### src/rtl/i2c_arb_pkg.sv
// Shared types and widths for the I2C transfer arbiter and its round-robin picker.
package i2c_arb_pkg;

  localparam int ADDR_W  = 8;
  localparam int DATA_W  = 16;
  localparam int RETRY_W = 3;

  typedef enum logic [1:0] {
    IDLE = 2'd0,
    WAIT = 2'd1,
    GAP  = 2'd2,
    RESP = 2'd3
  } arb_state_e;

  // One latched controller transaction: 8-bit write address plus {register, payload}.
  typedef struct packed {
    logic [ADDR_W-1:0] slave;
    logic [DATA_W-1:0] data;
  } xfer_t;

endpackage

### src/rtl/i2c_transfer_arbiter_rr_picker.sv
// Combinational round-robin picker: the search starts one slot after the last grant.
module rr_picker
  import i2c_arb_pkg::*;
#(
  parameter int NUM_REQ = 2,
  parameter int IDX_W   = (NUM_REQ > 1) ? $clog2(NUM_REQ) : 1
) (
  input  logic [NUM_REQ-1:0] req_valid_i,
  input  logic [IDX_W-1:0]   last_grant_i,
  output logic [NUM_REQ-1:0] grant_oh_o,
  output logic [IDX_W-1:0]   grant_idx_o,
  output logic               valid_o
);

  always_comb begin
    int               slot;
    logic [IDX_W-1:0] sel;
    logic             found;
    grant_oh_o  = '0;
    grant_idx_o = '0;
    found       = 1'b0;
    slot        = 0;
    sel         = '0;
    for (int i = 1; i <= NUM_REQ; i++) begin
      slot = (int'(last_grant_i) + i) % NUM_REQ;
      sel  = IDX_W'(slot);
      if (!found && req_valid_i[sel]) begin
        found           = 1'b1;
        grant_oh_o[sel] = 1'b1;
        grant_idx_o     = sel;
      end
    end
    valid_o = found;
  end

endmodule

### src/rtl/i2c_transfer_arbiter.sv
// Round-robin arbiter sharing one I2C byte-transfer controller, with NACK retry.
// Optional per-attempt watchdog is built only when I2C_ARB_TIMEOUT_EN is defined.
module i2c_transfer_arbiter
  import i2c_arb_pkg::*;
#(
  parameter int NUM_REQ        = 2,
  parameter int MAX_RETRY      = 3,
  parameter int GAP_CYCLES     = 4,
  parameter int TIMEOUT_CYCLES = 65535
) (
  input  logic                      clock_25,
  input  logic                      reset_n,
  input  logic [NUM_REQ-1:0]        req_valid,
  input  logic [NUM_REQ*ADDR_W-1:0] req_slave,
  input  logic [NUM_REQ*DATA_W-1:0] req_data,
  output logic [NUM_REQ-1:0]        req_ready,
  output logic [NUM_REQ-1:0]        rsp_valid,
  output logic                      rsp_nack,
  output logic                      rsp_timeout,
  output logic                      ctl_start,
  output logic [ADDR_W-1:0]         ctl_slave_address,
  output logic [DATA_W-1:0]         ctl_register_data,
  input  logic                      ctl_stop,
  input  logic                      ctl_ack,
  output logic                      busy
);

  localparam int IDX_W = (NUM_REQ > 1) ? $clog2(NUM_REQ) : 1;
  localparam int GAP_W = $clog2(GAP_CYCLES);
  localparam logic [GAP_W-1:0]   GAP_LAST  = GAP_W'(GAP_CYCLES - 1);
  localparam logic [RETRY_W-1:0] RETRY_LIM = RETRY_W'(MAX_RETRY);

  arb_state_e          state_q;
  logic [IDX_W-1:0]    last_grant_q;
  logic [IDX_W-1:0]    grant_idx_q;
  logic [NUM_REQ-1:0]  grant_oh_q;
  logic [RETRY_W-1:0]  retry_q;
  logic [GAP_W-1:0]    gap_q;
  logic                reissue_q;
  logic                fail_nack_q;
  logic                fail_to_q;
  xfer_t               xfer_q;
  logic [NUM_REQ-1:0]  req_ready_q;
  logic [NUM_REQ-1:0]  rsp_valid_q;
  logic                rsp_nack_q;
  logic                rsp_to_q;
  logic                ctl_start_q;

  logic [NUM_REQ-1:0]  pick_oh;
  logic [IDX_W-1:0]    pick_idx;
  logic                pick_valid;
  xfer_t               pick_xfer;
  logic                timeout_hit;

  rr_picker #(
    .NUM_REQ (NUM_REQ),
    .IDX_W   (IDX_W)
  ) u_picker (
    .req_valid_i  (req_valid),
    .last_grant_i (last_grant_q),
    .grant_oh_o   (pick_oh),
    .grant_idx_o  (pick_idx),
    .valid_o      (pick_valid)
  );

  always_comb begin
    pick_xfer = '0;
    for (int r = 0; r < NUM_REQ; r++) begin
      if (pick_oh[r]) begin
        pick_xfer.slave = req_slave[r*ADDR_W +: ADDR_W];
        pick_xfer.data  = req_data[r*DATA_W +: DATA_W];
      end
    end
  end

`ifdef I2C_ARB_TIMEOUT_EN
  localparam logic [15:0] WDOG_LAST = 16'(TIMEOUT_CYCLES - 1);
  logic [15:0] wdog_q;

  // Restarts on every attempt: it bounds a single controller transfer, not the retries.
  always_ff @(posedge clock_25 or negedge reset_n) begin
    if (!reset_n) begin
      wdog_q <= '0;
    end else if (state_q != WAIT) begin
      wdog_q <= '0;
    end else begin
      wdog_q <= wdog_q + 16'd1;
    end
  end

  assign timeout_hit = (state_q == WAIT) && (wdog_q == WDOG_LAST);
`else
  assign timeout_hit = 1'b0;
`endif

  always_ff @(posedge clock_25 or negedge reset_n) begin
    if (!reset_n) begin
      state_q      <= IDLE;
      last_grant_q <= IDX_W'(NUM_REQ - 1);
      grant_idx_q  <= '0;
      grant_oh_q   <= '0;
      retry_q      <= '0;
      gap_q        <= '0;
      reissue_q    <= 1'b0;
      fail_nack_q  <= 1'b0;
      fail_to_q    <= 1'b0;
      xfer_q       <= '0;
      req_ready_q  <= '0;
      rsp_valid_q  <= '0;
      rsp_nack_q   <= 1'b0;
      rsp_to_q     <= 1'b0;
      ctl_start_q  <= 1'b0;
    end else begin
      req_ready_q <= '0;
      rsp_valid_q <= '0;
      case (state_q)
        IDLE: begin
          if (pick_valid) begin
            grant_idx_q <= pick_idx;
            grant_oh_q  <= pick_oh;
            xfer_q      <= pick_xfer;
            req_ready_q <= pick_oh;
            ctl_start_q <= 1'b1;
            retry_q     <= '0;
            state_q     <= WAIT;
          end
        end
        WAIT: begin
          // A stop in the same cycle as the watchdog expiry wins: the controller did answer.
          if (ctl_stop) begin
            ctl_start_q <= 1'b0;
            gap_q       <= '0;
            fail_to_q   <= 1'b0;
            state_q     <= GAP;
            if (!ctl_ack) begin
              reissue_q   <= 1'b0;
              fail_nack_q <= 1'b0;
            end else if (retry_q < RETRY_LIM) begin
              retry_q     <= retry_q + RETRY_W'(1);
              reissue_q   <= 1'b1;
              fail_nack_q <= 1'b0;
            end else begin
              reissue_q   <= 1'b0;
              fail_nack_q <= 1'b1;
            end
          end else if (timeout_hit) begin
            ctl_start_q <= 1'b0;
            gap_q       <= '0;
            reissue_q   <= 1'b0;
            fail_nack_q <= 1'b0;
            fail_to_q   <= 1'b1;
            state_q     <= GAP;
          end
        end
        GAP: begin
          if (gap_q == GAP_LAST) begin
            if (reissue_q) begin
              ctl_start_q <= 1'b1;
              state_q     <= WAIT;
            end else begin
              rsp_valid_q <= grant_oh_q;
              rsp_nack_q  <= fail_nack_q;
              rsp_to_q    <= fail_to_q;
              state_q     <= RESP;
            end
          end else begin
            gap_q <= gap_q + GAP_W'(1);
          end
        end
        RESP: begin
          rsp_nack_q   <= 1'b0;
          rsp_to_q     <= 1'b0;
          last_grant_q <= grant_idx_q;
          state_q      <= IDLE;
        end
        default: state_q <= IDLE;
      endcase
    end
  end

  assign req_ready         = req_ready_q;
  assign rsp_valid         = rsp_valid_q;
  assign rsp_nack          = rsp_nack_q;
  assign rsp_timeout       = rsp_to_q;
  assign ctl_start         = ctl_start_q;
  assign ctl_slave_address = xfer_q.slave;
  assign ctl_register_data = xfer_q.data;
  assign busy              = (state_q != IDLE);

endmodule

### config.mk
export PLATFORM = sky130hd
export DESIGN_NAME = i2c_transfer_arbiter
export DESIGN_NICKNAME = d
export VERILOG_FILES = /design/src/rtl/i2c_arb_pkg.sv /design/src/rtl/i2c_transfer_arbiter_rr_picker.sv /design/src/rtl/i2c_transfer_arbiter.sv
export SDC_FILE = /design/constraint.sdc
export NUM_CORES = 1
export LEC_CHECK = 0
export CORE_ASPECT_RATIO = 1.25
export CORE_MARGIN = 8
export CORE_UTILIZATION = 62
export CTS_CLUSTER_DIAMETER = 120
export CTS_CLUSTER_SIZE = 16
export DETAILED_ROUTE_END_ITERATION = 16
export DONT_BUFFER_PORTS = 1
export GPL_TIMING_DRIVEN = 0
export HOLD_SLACK_MARGIN = 0.02
export PLACE_DENSITY = 0.77
export SLEW_MARGIN = 5
export SYNTH_ARGS = -nofsm -noshare
export SYNTH_HDL_FRONTEND = slang
export SYNTH_SLANG_ARGS = --single-unit
### constraint.sdc
create_clock -name clock_25 -period 2 [get_ports clock_25]
set_input_delay 0.4 -clock clock_25 [delete_from_list [all_inputs] [get_ports clock_25]]
set_output_delay 0.4 -clock clock_25 [all_outputs]
set_load 0.01 [all_outputs]
==> qor.log <==
[status] outcome complete, no violations
[sta] maximum clock frequency 552 MHz
[route] uppermost layer routed met4
[finish] net count of the finished layout 238
[floorplan] Std-Cell Core Area 0.00314 mm2
[sta] Period minus WS final 1.81 ns
[setup_path] cell count along the critical path 4
[setup_path] launch point of the worst path state_q[0]
[power] leakage power 1.00 nW
[sta] setup repair after global routing missed its margin no
[route] Met1 Routed Length 1690 um
[clock_network] clock network latency to the later pin of the worst-skew pair 0.30 ns
[setup_path] end point of the critical path busy
[clock_network] clock buffer count from CTS 5
[sta] final setup TNS 0 ns
[power] worst vdd rail ir drop 0.00125 V
[setup_path] arrival time of the worst setup path 1.41 ns
[placed_design] instance area at placement 0.00203 mm2
[route] detailed-route DRC error count 0
[setup_path] number of buffer and inverter stages on the critical path 3
[clock_network] clock-pin slew reported for the worst setup and hold paths after clock tree synthesis 0.08 ns
[synth] register bit total from synthesis 43
[floorplan] x dimension of the die 66.5 um
[route] Routed Wire Length 4650 um
[clock_network] CTS tree done
[clock_network] CTS Root Cell clkbuf_8
[finish] Layout Cell Area excl Fill 0.00217 mm2
[min_path] class of the tightest hold or removal check in -> reg
[global_route] final global-route overflow total 0
[setup_path] worst reg-to-reg path cell count 5
[route] number of detailed-route iterations in the first pass 4
[setup_path] data required time at the worst endpoint 1.60 ns
[synth] Post-Syn Instances 173
[sta] Final Setup Violations 0
[setup_path] Cell Chain, Critical Path buf_2 -> nor2_4 -> clkbuf_2 -> inv_2
[run] number of max-capacitance violations reported 0
[finish] commonest cells after routing, fill and taps aside 42 x dfrtp_1, 21 x a21oi_1, 17 x and3_1, 10 x nand2_1, 9 x a32oi_1
[sta] Fin Clk Skew 0.00856 ns
[route] via-per-instance ratio 6.70
[floorplan] Initial Util 0.631
[setup_path] kind of start point of the critical path register
[synth] mean post-synth cell area 11.4 um2
[synth] commonest register cell after synthesis dfrtp_1
[route] met2 WL post-DR 2340 um
[route] Detailed Route Iter0 Violations 66
[floorplan] number of rows in the core area 23
[synth] Yosys warning count 0
[finish] most common cell after layout, fill and taps aside dfrtp_1
[setup_path] startpoint of the lowest-slack register-to-register path state_q[0]
[finish] area of the multi-input gates 808 um2
[finish] Seq. cell area 0.00108 mm2
[route] DRT antenna net count 0
[setup_path] peak fanout along the critical path 10
[route] metal3 WL 538 um
[synth] async set-reset flop share out of synthesis 1.00
[global_route] GR Util All Layers 0.179
[finish] Antenna Cells 0
[setup_path] R2R Setup Slk 0.25 ns
[global_route] via count of the first global-routing pass 1569
[finish] # fillers 256
[setup_path] WS Path Type reg -> out
[finish] Synth-to-Final Area Change 9.61%
[floorplan] die height 79.2 um
[setup_path] crit path capture type primary output
[setup_path] terminus of the critical flop-to-flop path ctl_register_data[14]
[sta] Hold Vio Cnt, Final 0
[floorplan] Die Area 0.00527 mm2
[global_route] maximum number of pins on one net before global-route repair 44
[placed_design] final weighted congestion in routability-driven placement 0.805
[synth] cell area after technology mapping 0.00198 mm2
[route] vias 1473
[synth] portion of the post-synthesis area used by sequential elements 0.544
[setup_path] family with the most delay on the worst path buffers and inverters
[synth] Post-synth EDFFs 0
[clock_network] clk sinks 43
[synth] post-synthesis cell type count 39
[floorplan] # IOs 86
[route] final routed wire length divided by cell count 21.1 um
[global_route] first-pass GRT wire length 7450 um
[global_route] number of antenna violations at the first check in global routing 0
[finish] fraction of final layout cells with drive strength greater than 1 0.197
[power] power density over cell area 1620 mW/mm2
[clock_network] htree depth 2
[sta] total count of max-transition violations in the final report 0
[setup_path] worst stage delay on the critical path 0.36 ns
[placed_design] number of buffer cells added on primary ports 0
[sta] period utilization 0.906
[setup_path] Critical Path Slowest Stage Cell dfrtp_1
[synth] Post-Synthesis Net Count 229
[clock_network] maximum buffer depth of the clock tree 2
[placed_design] Final HPWL DP 3590 um
[synth_stat cells (2+ instances only)]
| library cell | number | share of area |
|---|---|---|
| mux2_2 | 2 | 0.011 |
| nor2_1 | 5 | 0.0095 |
| dfrtp_1 | 42 | 0.53 |
| o21a_1 | 2 | 0.0076 |
| nand2_1 | 10 | 0.019 |
| buf_2 | 3 | 0.0076 |
| nor2b_1 | 2 | 0.0063 |
| o21ai_0 | 6 | 0.015 |
| nor2_4 | 2 | 0.011 |
| mux2i_1 | 2 | 0.010 |
| a221o_2 | 7 | 0.040 |
| a221o_1 | 8 | 0.040 |
| a21o_1 | 3 | 0.011 |
| and3_1 | 17 | 0.054 |
| and2_1 | 2 | 0.0063 |
| clkbuf_1 | 6 | 0.011 |
| a21oi_1 | 21 | 0.053 |
| a32oi_1 | 9 | 0.040 |
| buf_6 | 2 | 0.011 |
| ha_1 | 2 | 0.013 |
| inv_1 | 2 | 0.0038 |
[registers in the layout (all words and copies together) (netlist names), 2 cells and up]
register,cells
req_ready,2
grant_oh_q,2
retry_q,3
rsp_valid,2
state_q,2
ctl_slave_address,8
ctl_register_data,16
gap_q,2
[routing by layer]
metal / vias up / track usage
met1: 714 / 0.189
met5: - / 0
li1: 668 / -
met4: 0 / 0.0578
met2: 81 / 0.295
met3: 10 / 0.0956
[worst min path at each step]
stage,to,from,cells past startpoint,slack [ns]
detailed placement,ctl_register_data[5],reset_n,0,0.11
global placement,ctl_register_data[5],reset_n,0,0.11
floorplan,ctl_register_data[0],reset_n,0,0.10
CTS,ctl_register_data[11],req_data[11],1,0.24
finish,ctl_register_data[11],req_data[11],1,0.24
global route,ctl_register_data[10],req_data[10],1,0.23
[cells by family after synthesis]
logic type / count (synthesis) / share of synthesized area
AO/OA/AOI/OAI: 62 / 0.233
AND/OR/NAND/NOR: 45 / 0.139
other: 1 / 0.00189
adder cells (fa/ha/maj): 2 / 0.0126
flip-flops: 43 / 0.544
multiplexers: 4 / 0.0215
buffers and inverters: 16 / 0.0474
[where the power goes]
part | switching [mW] | internal, mW | total, mW
logic | 0.630 | 0.545 | 1.17
registers | 0.410 | 1.26 | 1.67
clock network | 0.293 | 0.372 | 0.665
[area by class of cell]
| type | count | share of cell area |
|---|---|---|
| flip-flops and latches | 43 | 0.497 |
| multi-input cells | 114 | 0.373 |
| plain buffers | 13 | 0.0386 |
| clock buffers | 5 | 0.0317 |
| well taps | 37 | 0.0213 |
| clock inverters | 3 | 0.0202 |
| repair buffers | 2 | 0.0138 |
| inverters | 3 | 0.00519 |
[timing repair]
action                                  4_1_cts  5_1_grt
gates resized for setup                       0        2
hold endpoints to repair                     43        0
setup buffers                                 0        0
hold buffers                                  2        0
endpoints found under the setup margin        0        1
[worst register-to-register path, delay by kind of cell, from the launching register on]
kind / cells / cell delay (ns)
and+or+nand+nor: 2 / 0.49
buffers and inverters: 2 / 0.47
AOI/OAI and AO/OA: 1 / 0.32
DFF: 1 / 0.36
[through the flow]
stage | power, mW | setup WS [ns] | instances | hold WS (ns) | util
after detailed placement | 2.84 | 0.276 | 210 | 0.106 | 0.646
after global routing | 3.75 | 0.0879 | 220 | 0.233 | 0.692
final | 3.51 | 0.189 | 220 | 0.242 | 0.692
after floorplan | 2.53 | 0.535 | 173 | 0.104 | -
after global placement | 2.76 | 0.349 | 210 | 0.106 | 0.646
after CTS | 3.53 | 0.0543 | 220 | 0.241 | 0.691
No activity file was read; power rests on OpenSTA's default activity.
==> edit (same settings) <==
Add a define of `I2C_ARB_TIMEOUT_EN`.
--- a/src/rtl/i2c_transfer_arbiter.sv
+++ b/src/rtl/i2c_transfer_arbiter.sv
@@ -2,2 +2,4 @@
 // Optional per-attempt watchdog is built only when I2C_ARB_TIMEOUT_EN is defined.
+`define I2C_ARB_TIMEOUT_EN
+
 module i2c_transfer_arbiter
Check against the original RTL: no difference found for any inputs over 10 cycles, from zero or initial values and one cycle with reset_n low; that may be too few to reach the edited logic, so the function may still have changed.
==> edit against the original RTL <==
- design area up 37%
- sequential cell count grew 18
- synthesized cell count grew 45%
- global-route usage is 0.60 points higher
- wire length grew 27%
- largest cell class unchanged
- power rose by 16%
- synthesized area grew 35%
- worst setup slack gained 0.0053 ns
- largest power group unchanged
==> edit: results (changes against the original RTL) <==
Worst setup margin - 0.194 ns (+0.00529 ns)
Total GRT Usage - 18.5% (+0.60 points)
Gate Count Post-Synth - 251 (+45%)
1st-pass router iterations - 5 (+1)
Global-route wire length before repair - 9.27 mm (+24%)
Post-Place Setup Slack - 0.0625 ns (-0.213 ns)
Leak - 0.00141 uW (+41%)
Reg-to-reg endpoint - state_q[0]
Half-perimeter wire length after placement - 4.21 mm (+17%)
CTS clk-pin slew, worst paths - 0.07 ns
Via count - 1951 (+32%)
WL/cell - 18.2 um (-14%)
Mapped Nets - 309 (+35%)
Crit path max fanout - 7 (-3)
H-Tree Depth - 3 (+1)
Fillers - 306 (+20%)
PortBufs - 0 (unchanged)
DRT iter0 DRCs - 224 (+240%)
Yosys warning total - 0 (unchanged)
Worst R2R Path Depth - 4 (-1)
Commonest cells post-synth - 60 x dfrtp_1, 28 x inv_1, 20 x nor2_1, 19 x a222oi_1, 13 x nand2_1
Vias in the first global route - 1942 (+24%)
P_sw - 1520 uW (+14%)
Clk_lat worst skew - 0.33 ns (+0.03 ns)
Initial antenna violation count - 0 (unchanged)
CTS Buf Count - 9 (+4)
Endpoint class of the critical path - flop
Hold/Removal Path Class - in2reg
Reg2reg start - wdog_q[5]
Synth area leaders - dfrtp_1 56%, a222oi_1 7.1%, inv_1 3.9%
Status - completed
Routability cong. - 0.808 (+0.27%)
DR vias/cell - 6.04 (-9.8%)
Sequential share of the synthesized area - 57.0% (+2.6 points)
Fin nets - 321 (+35%)
Final Skew - 0.00748 ns (-0.00108 ns)
Layout cells sized above 1 - 9.74% (-9.9 points)
Relative slew margins - 58.6%
Largest net degree at the start of global routing - 62 (+41%)
Synth cell types - 38 (-2.6%)
VDD IR-drop max - 787 uV (-37%)
==> edit: cell count changes after synthesis, sizes merged, moves of 13 or more <==
cell / change
a221o: -15
a222oi: +19
and3: -16
dfrtp: +18
inv: +25
nor2: +13
==> edit: cells by family (layout without fill, tap and decap cells) <==
| kind of cell | count (synthesis) | in the layout | share of synthesized area, % |
|---|---|---|---|
| AND/OR/NAND/NOR | 70 | 70 | 13.3 |
| AO/OA/AOI/OAI | 62 | 62 | 17.4 |
| buffers and inverters | 40 | 56 | 5.74 |
| XOR/XNOR | 12 | 12 | 3.92 |
| multiplexers | 2 | 2 | 0.793 |
| adder cells (fa/ha/maj) | 4 | 4 | 1.87 |
| flip-flops | 61 | 61 | 57.0 |
==> edit: worst min-delay path by stage <==
stage | slack, ns | start | endpoint
floorplan | 0.10 | reset_n | ctl_register_data[0]
global placement | 0.11 | reset_n | wdog_q[12]
detailed placement | 0.11 | reset_n | wdog_q[12]
CTS | 0.14 | ctl_stop | fail_to_q
global route | 0.14 | ctl_stop | fail_to_q
finish | 0.16 | ctl_stop | fail_to_q
==> edit: power by group through the flow <==
stage	Combinational, uW	Sequential [uW]	Clock, uW
floorplan	843	1970	0
global placement	1010	2060	0
detailed placement	1060	2070	0
CTS	1080	2060	974
global route	1190	2120	1020
finish	1050	2070	953
==> edit: layout make-up <==
cell class / instances / area (um2) / area share [%]
sequential: 61 / 1530 / 51.5
clock buffer: 11 / 151 / 5.11
inverter: 28 / 105 / 3.54
clock inverter: 4 / 23.8 / 0.802
multi-input combinational: 150 / 1000 / 33.8
buffer: 11 / 46.3 / 1.56
timing repair buffer: 2 / 37.5 / 1.27
tap: 56 / 70.1 / 2.36
==> edit: worst max-delay path: stages, from the launching register on <==
cell	delay, ns
dfrtp_1	0.47
nand4_4	0.17
or4_4	0.58
o21bai_2	0.31
o221ai_1	0.14
==> edit: repair_timing <==
action                                  4_1_cts  5_1_grt
endpoints found under the setup margin        0       29
gates resized for setup                       0        2
buffers inserted                              0        0
hold endpoints to repair                     61        0
hold buffers                                  2        0
==> edit: routing by layer <==
metal  up-vias  share of wire (%)  track usage (%)
li1        925                  -                -
met1       939                 41             21.7
met2        80                 49             28.5
met3         7                8.1             7.63
met4         0                1.5             8.57
met5         -                  0                0
==> edit: through the flow <==
| stage | cell area (um2) | hold WS [ns] |
|---|---|---|
| final | 2970 | 0.157 |
| after global routing | 2970 | 0.137 |
| after CTS | 2960 | 0.144 |
| after detailed placement | 2750 | 0.107 |
| after global placement | 2750 | 0.107 |
| after floorplan | 2680 | 0.104 |
